**src/rtl/fifo_arb_pkg.sv**
```systemverilog
// Shared types and default sizing for the FIFO write-port arbiter.
package fifo_arb_pkg;

    typedef enum logic [0:0] {
        StIdle = 1'b0,
        StBusy = 1'b1
    } arb_state_e;

    localparam int unsigned DefNumReq    = 4;
    localparam int unsigned DefDataWidth = 8;
    localparam int unsigned DefLenWidth  = 16;

    // Width of a requester index; never zero, even for a single requester.
    function automatic int unsigned idx_width(int unsigned n);
        return (n > 1) ? $clog2(n) : 1;
    endfunction

endpackage

```
**src/rtl/rr_pick.sv**
```systemverilog
// Round-robin picker: first set request found after last_owner, wrapping.
module rr_pick
    import fifo_arb_pkg::*;
#(
    parameter int unsigned NUM_REQ = DefNumReq,
    parameter int unsigned IDX_W   = idx_width(NUM_REQ)
) (
    input  logic [NUM_REQ-1:0] req,
    input  logic [IDX_W-1:0]   last_owner,
    output logic [NUM_REQ-1:0] gnt,
    output logic [IDX_W-1:0]   gnt_idx,
    output logic               any
);

    // Scan requesters from last_owner+1 upward; the owner just served is checked last.
    always_comb begin
        int unsigned        idx;
        logic [IDX_W-1:0]   idx_s;
        gnt     = '0;
        gnt_idx = '0;
        any     = 1'b0;
        idx     = 0;
        idx_s   = '0;
        for (int unsigned i = 1; i <= NUM_REQ; i++) begin
            idx   = (32'(last_owner) + i) % NUM_REQ;
            idx_s = IDX_W'(idx);
            if (!any && req[idx_s]) begin
                any          = 1'b1;
                gnt[idx_s]   = 1'b1;
                gnt_idx      = idx_s;
            end
        end
    end

endmodule

```
**src/rtl/fifo_wr_arbiter.sv**
```systemverilog
// Frame-granular round-robin arbiter feeding one async-FIFO write port.
module fifo_wr_arbiter
    import fifo_arb_pkg::*;
#(
    parameter int unsigned NUM_REQ    = DefNumReq,
    parameter int unsigned DATA_WIDTH = DefDataWidth,
    parameter int unsigned LEN_WIDTH  = DefLenWidth
) (
    input  logic                          wr_clk_i,
    input  logic                          rst_i,
    input  logic [NUM_REQ-1:0]            req_valid_i,
    input  logic [NUM_REQ*DATA_WIDTH-1:0] req_data_i,
    input  logic [NUM_REQ-1:0]            req_last_i,
    output logic [NUM_REQ-1:0]            req_ready_o,
    input  logic                          fifo_full_i,
    output logic                          fifo_wr_en_o,
    output logic [DATA_WIDTH-1:0]         fifo_wr_data_o,
    output logic [NUM_REQ-1:0]            grant_o,
    output logic [LEN_WIDTH-1:0]          frame_len_o,
    output logic                          frame_done_o
);

    localparam int unsigned IdxW = idx_width(NUM_REQ);

    arb_state_e            state_q, state_d;
    logic [NUM_REQ-1:0]    grant_q;
    logic [IdxW-1:0]       owner_q;
    logic [IdxW-1:0]       last_owner_q;
    logic [LEN_WIDTH-1:0]  beat_q;
    logic [LEN_WIDTH-1:0]  frame_len_q;
    logic [LEN_WIDTH-1:0]  beat_inc;

    logic [NUM_REQ-1:0]    pick_gnt;
    logic [IdxW-1:0]       pick_idx;
    logic                  pick_any;

    logic                  busy;
    logic                  transfer;
    logic                  last_beat;
    logic [DATA_WIDTH-1:0] req_words [NUM_REQ];

    rr_pick #(
        .NUM_REQ (NUM_REQ),
        .IDX_W   (IdxW)
    ) u_rr_pick (
        .req        (req_valid_i),
        .last_owner (last_owner_q),
        .gnt        (pick_gnt),
        .gnt_idx    (pick_idx),
        .any        (pick_any)
    );

    // Split the flat data bus into per-requester words.
    always_comb begin
        for (int unsigned k = 0; k < NUM_REQ; k++) begin
            req_words[k] = req_data_i[k*DATA_WIDTH +: DATA_WIDTH];
        end
    end

    // Saturating beat count including the current beat.
    always_comb begin
        beat_inc = (beat_q == '1) ? beat_q : beat_q + LEN_WIDTH'(1);
    end

    // State register.
    always_ff @(posedge wr_clk_i or posedge rst_i) begin
        if (rst_i) begin
            state_q <= StIdle;
        end else begin
            state_q <= state_d;
        end
    end

    // Next state: leave IDLE on any request, leave BUSY on the last accepted beat.
    always_comb begin
        state_d = state_q;
        unique case (state_q)
            StIdle:  if (pick_any) state_d = StBusy;
            StBusy:  if (last_beat) state_d = StIdle;
            default: state_d = StIdle;
        endcase
    end

    // Outputs: only the owner sees ready, and only while the FIFO has room.
    always_comb begin
        busy           = (state_q == StBusy) && !rst_i;
        req_ready_o    = '0;
        transfer       = 1'b0;
        last_beat      = 1'b0;
        fifo_wr_data_o = '0;
        if (busy) begin
            req_ready_o[owner_q] = ~fifo_full_i;
            transfer             = req_valid_i[owner_q] & ~fifo_full_i;
            last_beat            = transfer & req_last_i[owner_q];
            fifo_wr_data_o       = req_words[owner_q];
        end
        fifo_wr_en_o = transfer;
        frame_done_o = last_beat;
        grant_o      = grant_q;
        frame_len_o  = frame_len_q;
    end

    // Ownership, round-robin pointer, beat counter and completed-frame length.
    always_ff @(posedge wr_clk_i or posedge rst_i) begin
        if (rst_i) begin
            grant_q      <= '0;
            owner_q      <= '0;
            last_owner_q <= IdxW'(NUM_REQ - 1);
            beat_q       <= '0;
            frame_len_q  <= '0;
        end else if (state_q == StIdle) begin
            if (pick_any) begin
                grant_q <= pick_gnt;
                owner_q <= pick_idx;
                beat_q  <= '0;
            end
        end else if (transfer) begin
            beat_q <= beat_inc;
            if (last_beat) begin
                frame_len_q  <= beat_inc;
                last_owner_q <= owner_q;
                grant_q      <= '0;
            end
        end
    end

endmodule

```
**config.mk**
```make
export PLATFORM = sky130hd
export DESIGN_NAME = fifo_wr_arbiter
export DESIGN_NICKNAME = d
export VERILOG_FILES = /design/src/rtl/fifo_arb_pkg.sv /design/src/rtl/rr_pick.sv /design/src/rtl/fifo_wr_arbiter.sv
export SDC_FILE = /design/constraint.sdc
export NUM_CORES = 1
export LEC_CHECK = 0
export ABC_AREA = 1
export ABC_CLOCK_PERIOD_IN_PS = 2000
export BUFFER_PORTS_ARGS = -buffer_cell sky130_fd_sc_hd__buf_4
export CORE_ASPECT_RATIO = 1.2
export CORE_MARGIN = 2
export CORE_UTILIZATION = 48
export DETAILED_ROUTE_END_ITERATION = 16
export PLACE_DENSITY = 0.77
export SLEW_MARGIN = 5
export SYNTH_ARGS = -nofsm -noshare
export SYNTH_HDL_FRONTEND = slang
export SYNTH_SLANG_ARGS = --single-unit
```
**constraint.sdc**
```tcl
create_clock -name wr_clk_i -period 2 [get_ports wr_clk_i]
set_input_delay 0 -clock wr_clk_i [delete_from_list [all_inputs] [get_ports wr_clk_i]]
set_output_delay 0 -clock wr_clk_i [all_outputs]
set_load 0.05 [all_outputs]
```
---- After elaboration in Yosys (flattened, before gate mapping) ----
Index checks and enable logic that the tools add are counted.
storage, ports and cells
  register bits after elaboration ......... 41
  word-level logic and storage cells ...... 104
  input port bits ......................... 43
operators by class
  reduce and logical (&&, ||, !) cells .... 18
  multiplexer cells ....................... 52
  bitwise operators ....................... 9
  equality and inequality tests ........... 3
  order comparisons ....................... 11
  $add $sub $neg .......................... 5
operator list
  operator               number
  $mux 16                4
  $mux 4                 9
  $mux 8                 3
  $mux 1                 19
  $add 16x1->16 const B  1
  $bmux 8 s2             1
  $eq 16x16->1 const B   1
  $lt 2x3->1 const B     5
  $bmux 1 s2             6
  $or 4x4->4             3
  $demux 1 s2            5
  $ge 2x1->1 const B     5
  $logic_and 1x1->1      9
  $mux 2                 4
  $reduce_and 3->1       2
  $add 2x1->2 const B    2
  $add 2x2->2 const B    2
  $and 4x4->4            1
  $logic_not 1->1        4
  $ne 2x2->1 const B     2
  $reduce_and 2->1       2
  $ge 3x3->1 const B     1
  $not 2->3              1
  $and 1x1->1            2
  other kinds (3)        4

---- Logic depth before layout (Yosys ltp) ----
  depth in word-level cells ............... 15
  depth in mapped cells ................... 11
  depth with buffers taken out ............ 11

---- By module ----
A second synthesis with hierarchy kept.
unflattened totals
  cells, all modules ...................... 439
  area total of the unflattened synthesis .. 3074.2 µm²
modules (own cells, without submodules)
  module           area each (µm²)  instances  sequential area each (µm²)  cells each
  fifo_wr_arbiter  2538.7           1          1028.5                      358
  rr_pick          535.5            1          0.0                         81

---- Worst setup path before layout ----
OpenSTA, ideal clock, no wires.
  kind .................................... reg-to-reg
  start point ............................. register last_owner_q[1]
  end point ............................... register state_q
  buffers on the path ..................... 1
  cell stages (with the launch flop) ...... 11
  path slack .............................. -86 ps
  data required time ...................... 1870 ps
  arrival time ............................ 1956 ps
  cell sequence ........................... dfstp_2 inv_1 ha_1 inv_1 nand3_1 nand2_1 inv_1 nand2_1 o21bai_4 buf_2 o21ai_0
between the ends
  word-level cells in the longest chain between the ends .. 15
  elaborated cells on any way between the ends .. 24
  those cells by class .................... add/sub: 4; mux: 14; reduce/logical: 6
RTL lines
  what                          line                    RTL
  start, declared               fifo_wr_arbiter.sv:28   logic [IdxW-1:0] last_owner_q;
  start signal, assigned        fifo_wr_arbiter.sv:108  last_owner_q <= IdxW'(NUM_REQ - 1);
  start signal, assigned        fifo_wr_arbiter.sv:121  last_owner_q <= owner_q;
  $add 2x1->2                   rr_pick.sv:25           idx = (32'(last_owner) + i) % NUM_REQ;
  $bmux 1 s2                    rr_pick.sv:27           if (!any && req[idx_s]) begin
  $mux 1 (implied by the code)  rr_pick.sv:27
  $mux 1                        rr_pick.sv:27
  $logic_not 1->1               rr_pick.sv:27
  $logic_and 1x1->1             rr_pick.sv:27
  $mux 1                        rr_pick.sv:27
  $logic_not 1->1               rr_pick.sv:27
  $logic_and 1x1->1             rr_pick.sv:27
  $mux 1                        rr_pick.sv:27
  $logic_not 1->1               rr_pick.sv:27
  $logic_and 1x1->1             rr_pick.sv:27
  $mux 1 *                      rr_pick.sv:27
  $mux 1 *                      fifo_wr_arbiter.sv:78   StIdle: if (pick_any) state_d = StBusy;
  $pmux 1 s2 *                  fifo_wr_arbiter.sv:77   unique case (state_q)
  net state_d                   fifo_wr_arbiter.sv:25   arb_state_e state_q, state_d;
  end signal, assigned          fifo_wr_arbiter.sv:68   state_q <= StIdle;
  end signal, assigned          fifo_wr_arbiter.sv:70   state_q <= state_d;
  end, declared                 fifo_wr_arbiter.sv:25
Mark *: on every way through the listed nets, which the timed path passes. The rest lies on a longest branch. The select of a mux whose other input is x is not followed.
A chain may end at the register's enable or synchronous reset.

---- Worst setup path in the final report ----
  start point ............................. register last_owner_q[0]
  end point ............................... register beat_q[1]
between the ends
  word-level cells in the longest chain between the ends .. 15
  elaborated cells on any way between the ends .. 24
  those cells by class .................... add/sub: 4; mux: 12; reduce/logical: 8
RTL lines
  what                           line                    RTL
  $add 2x1->2                    rr_pick.sv:25
  $bmux 1 s2                     rr_pick.sv:27
  $mux 1 (implied by the code)   rr_pick.sv:27
  $mux 1                         rr_pick.sv:27
  $logic_not 1->1                rr_pick.sv:27
  $logic_and 1x1->1              rr_pick.sv:27
  $mux 1                         rr_pick.sv:27
  $logic_not 1->1                rr_pick.sv:27
  $logic_and 1x1->1              rr_pick.sv:27
  $mux 1                         rr_pick.sv:27
  $logic_not 1->1                rr_pick.sv:27
  $logic_and 1x1->1              rr_pick.sv:27
  $mux 1 *                       rr_pick.sv:27
  $reduce_bool 2->1 (no line) *  n/a
  $reduce_and 2->1 (no line) *   n/a
  end signal, assigned           fifo_wr_arbiter.sv:118  beat_q <= beat_inc;
  end, declared                  fifo_wr_arbiter.sv:29   logic [LEN_WIDTH-1:0] beat_q;
Mark *: on every way between the ends. The rest lies on a longest branch, timed or not. The select of a mux whose other input is x is not followed.

==> results.cfg <==
[setup_path]
worstSetupStartpointType = flip-flop
worstRegToRegCells = 10
worst-path-buf-inv = 2
r2r_setup_slack_ns = 0.10
r2r_end = beat_q[1]
startpoint = last_owner_q[0]
path_cells = inv_2 > ha_4 > nand3_1 > nand2_2 > nor2_4 > nand2_2 > o21bai_4 > buf_6 > nand3_1 > nand2_1
crit_cells = 10
arrival_ns = 2.13
crit_end = beat_q[1]
cp.required_ns = 2.23
crit_path_top_delay_cell = dfstp_2
reg2reg_from = last_owner_q[0]
endpoint_kind = flip-flop
crit_fanout = 6
cp_top_family = simple AND/OR/NAND/NOR gates
criticalPathCategory = flip-flop to flip-flop
critical-path-max-stage-delay_ns = 0.54

[floorplan]
die_area_sq_um = 6340
die_h_um = 86.8
std_cell_rows = 30
initial_utilization_pct = 49.1
boundaryPins = 77
die_w_um = 73.0
core-area_sq_um = 5590

[clock_tree]
clock_latency_ns = 0.29
cts_buffer_depth = 2
cts_buffers = 5
cts_sinks = 41
cts_max_level = 2
cts_tree = built
clk_root_buffer_cell = clkbuf_8
clkSlewWorstSetupHoldPaths_ns = 0.08

[sta]
finalClockSkew_ns = 0.00695
drv_slew = 0
worst_hold_slack_ns = 0.222
period_share_pct = 94.9
totalNegativeSetupSlack_ns = 0
timing.fmax_ghz = 0.527
hold_viol = 0
setup_violations = 0
worst_pin_slew_ns = 0.516
slew_headroom_pct = 65.6
period_minus_slack_ns = 1.90

[logic_synthesis]
synth-main-ff-cell = dfrtp_1
ys_ff_latch = 41
ys_seq_area_share_pct = 37.5
synthesis.area_sq_um = 2740
async_reset_ff_share_pct = 100
synth_cell_types = 30
syn_inst = 387
synth_fp_nets = 439
synth_edf_count = 0
syn_area_per_cell_sq_um = 7.09
yosys_warnings = 0

[final_layout]
syn2layout_area_growth_pct = 34.6
antenna_cells = 0
fillCellCount = 499
fin_nets = 540
fin_area_sq_um = 3690
layout-drive-gt1-share_pct = 30.1

[routing]
finalWirelength_um = 7490
drtIter0Drc = 106
drt-wirelength-per-cell_um = 13.5
vias = 2934
ant_nets = 0
first_pass_iters = 4
vias_per_cell = 5.31
remaining_drc_errors = 0

[placement]
hpwlAfterDp_um = 5560
placed_cell_area_sq_um = 3470
port_buffers = 76
gp_congestion = 0.852

[pwr]
power_w = 0.00438
p_per_area_nw_per_um2 = 1190
leakagePower_nw = 1.96
max-vdd-ir-drop_uv = 673

[global_routing]
grt_pass1_wl_um = 12200
antenna_found_initial = 0
grt-ovfl-total = 0
grt_use_total_pct = 24.1
grt_pass1_vias = 2798
grt_max_degree = 42

[status]
status = finished clean

[flow_run]
drv_cap = 0

[min_path]
hold_path_class = input pin to flip-flop
-- tightest hold or removal path: stages --
cell,delay (ns)
buf_4,0.07
nand2_1,0.04
nand4_1,0.10
nand2_4,0.11
nand3_1,0.10
nand2_1,0.05
-- power by group --
| part | total [W] | internal (W) | switching (W) |
|---|---|---|---|
| combinational | 0.00277 | 0.00104 | 0.00173 |
| sequential | 0.00109 | 0.000966 | 0.000119 |
| clock | 0.000522 | 0.000241 | 0.000282 |
-- cell usage in the layout (no fill, tap or decap), types with 2 or more instances in the layout --
| cell type | n |
|---|---|
| dfrtp_2 | 2 |
| a22oi_2 | 2 |
| ha_1 | 8 |
| or2_2 | 3 |
| nand3_1 | 48 |
| nand2_2 | 4 |
| clkinv_2 | 2 |
| nor2_1 | 13 |
| xnor2_1 | 2 |
| xor2_1 | 6 |
| nor2_2 | 2 |
| a22oi_1 | 8 |
| dfstp_2 | 2 |
| nor2_4 | 4 |
| a31oi_1 | 8 |
| a21boi_0 | 4 |
| dfrtp_1 | 37 |
| inv_2 | 11 |
| a21oi_1 | 6 |
| buf_4 | 96 |
| o21ai_0 | 3 |
| nor3_1 | 6 |
| nand4_1 | 9 |
| inv_1 | 17 |
| nand2_1 | 161 |
| buf_6 | 7 |
| clkbuf_8 | 5 |
| o21ai_1 | 3 |
-- synth_stat cells (5+ instances only) --
master   instances  area share (%)
xor2_1           6             1.9
dfrtp_1         39              36
buf_4            5             1.4
nand2_1        165              23
nor2_1          16             2.2
inv_2            8             1.1
a22oi_1          8             2.2
nand4_1          9             2.1
a31oi_1          8             1.8
a21oi_1          6             1.1
nor3_1           6             1.1
inv_1           20             2.7
ha_1             9             4.1
nand3_1         49             8.9
-- per-stage QoR --
stage | std cells | util [%] | setup slack, ns
6_report | 553 | 66.0 | 0.102
5_1_grt | 553 | 66.0 | -0.00179
4_1_cts | 550 | 64.9 | 0.00419
3_5_place_dp | 537 | 62.0 | -0.0535
3_3_place_gp | 537 | 62.0 | 0.0844
2_1_floorplan | 387 | - | -0.0153
-- kinds of logic (layout without fill, tap and decap cells) --
group,count (synthesis),count (layout),synth area share (%)
xor+xnor,8,8,2.55
simple gates,252,252,39.2
compound gates,37,37,9.76
fa+ha+maj,9,9,4.10
flops,41,41,37.5
buf+inv,40,142,6.93
-- routing by layer --
| metal | track usage, % | up-vias | wire, um |
|---|---|---|---|
| met2 | 44.9 | 109 | 3960 |
| met4 | 6.57 | 0 | 82 |
| met5 | 0 | - | 0 |
| met1 | 27.9 | 1347 | 3040 |
| li1 | - | 1469 | - |
| met3 | 3.95 | 9 | 409 |
-- flip-flops by register name (all words and copies together), names as in the netlist --
register / count
beat_q: 16
frame_len_o: 16
grant_o: 4
last_owner_q: 2
owner_q: 2
state_q: 1
-- how the worst min path moves through the flow --
stage,startpoint,endpoint,slack (ns),depth (start not counted)
final,req_last_i[1],grant_o[2],0.22,6
after global routing,req_last_i[1],grant_o[2],0.24,6
after CTS,req_last_i[1],frame_len_o[1],0.25,6
after detailed placement,rst_i,beat_q[6],0.19,3
after global placement,rst_i,grant_o[2],0.18,3
after floorplan,rst_i,beat_q[0],0.23,1
-- layout make-up --
| type | instances | area [sq um] | area share (%) |
|---|---|---|---|
| clock buffer | 5 | 68.8 | 1.86 |
| tap | 64 | 80.1 | 2.17 |
| inverter | 30 | 120 | 3.25 |
| sequential | 41 | 1030 | 27.9 |
| timing repair buffer | 104 | 810 | 21.9 |
| multi-input combinational | 306 | 1570 | 42.4 |
| clock inverter | 3 | 17.5 | 0.474 |
-- what timing repair did --
item	CTS	global route
pin swaps	4	5
endpoints found under the setup margin	20	26
buffers inserted	2	3
gates resized for setup	10	14
endpoints found under the hold margin	39	0
gates cloned	2	0
hold buffers	1	0
(Power assumes the default switching activity.)
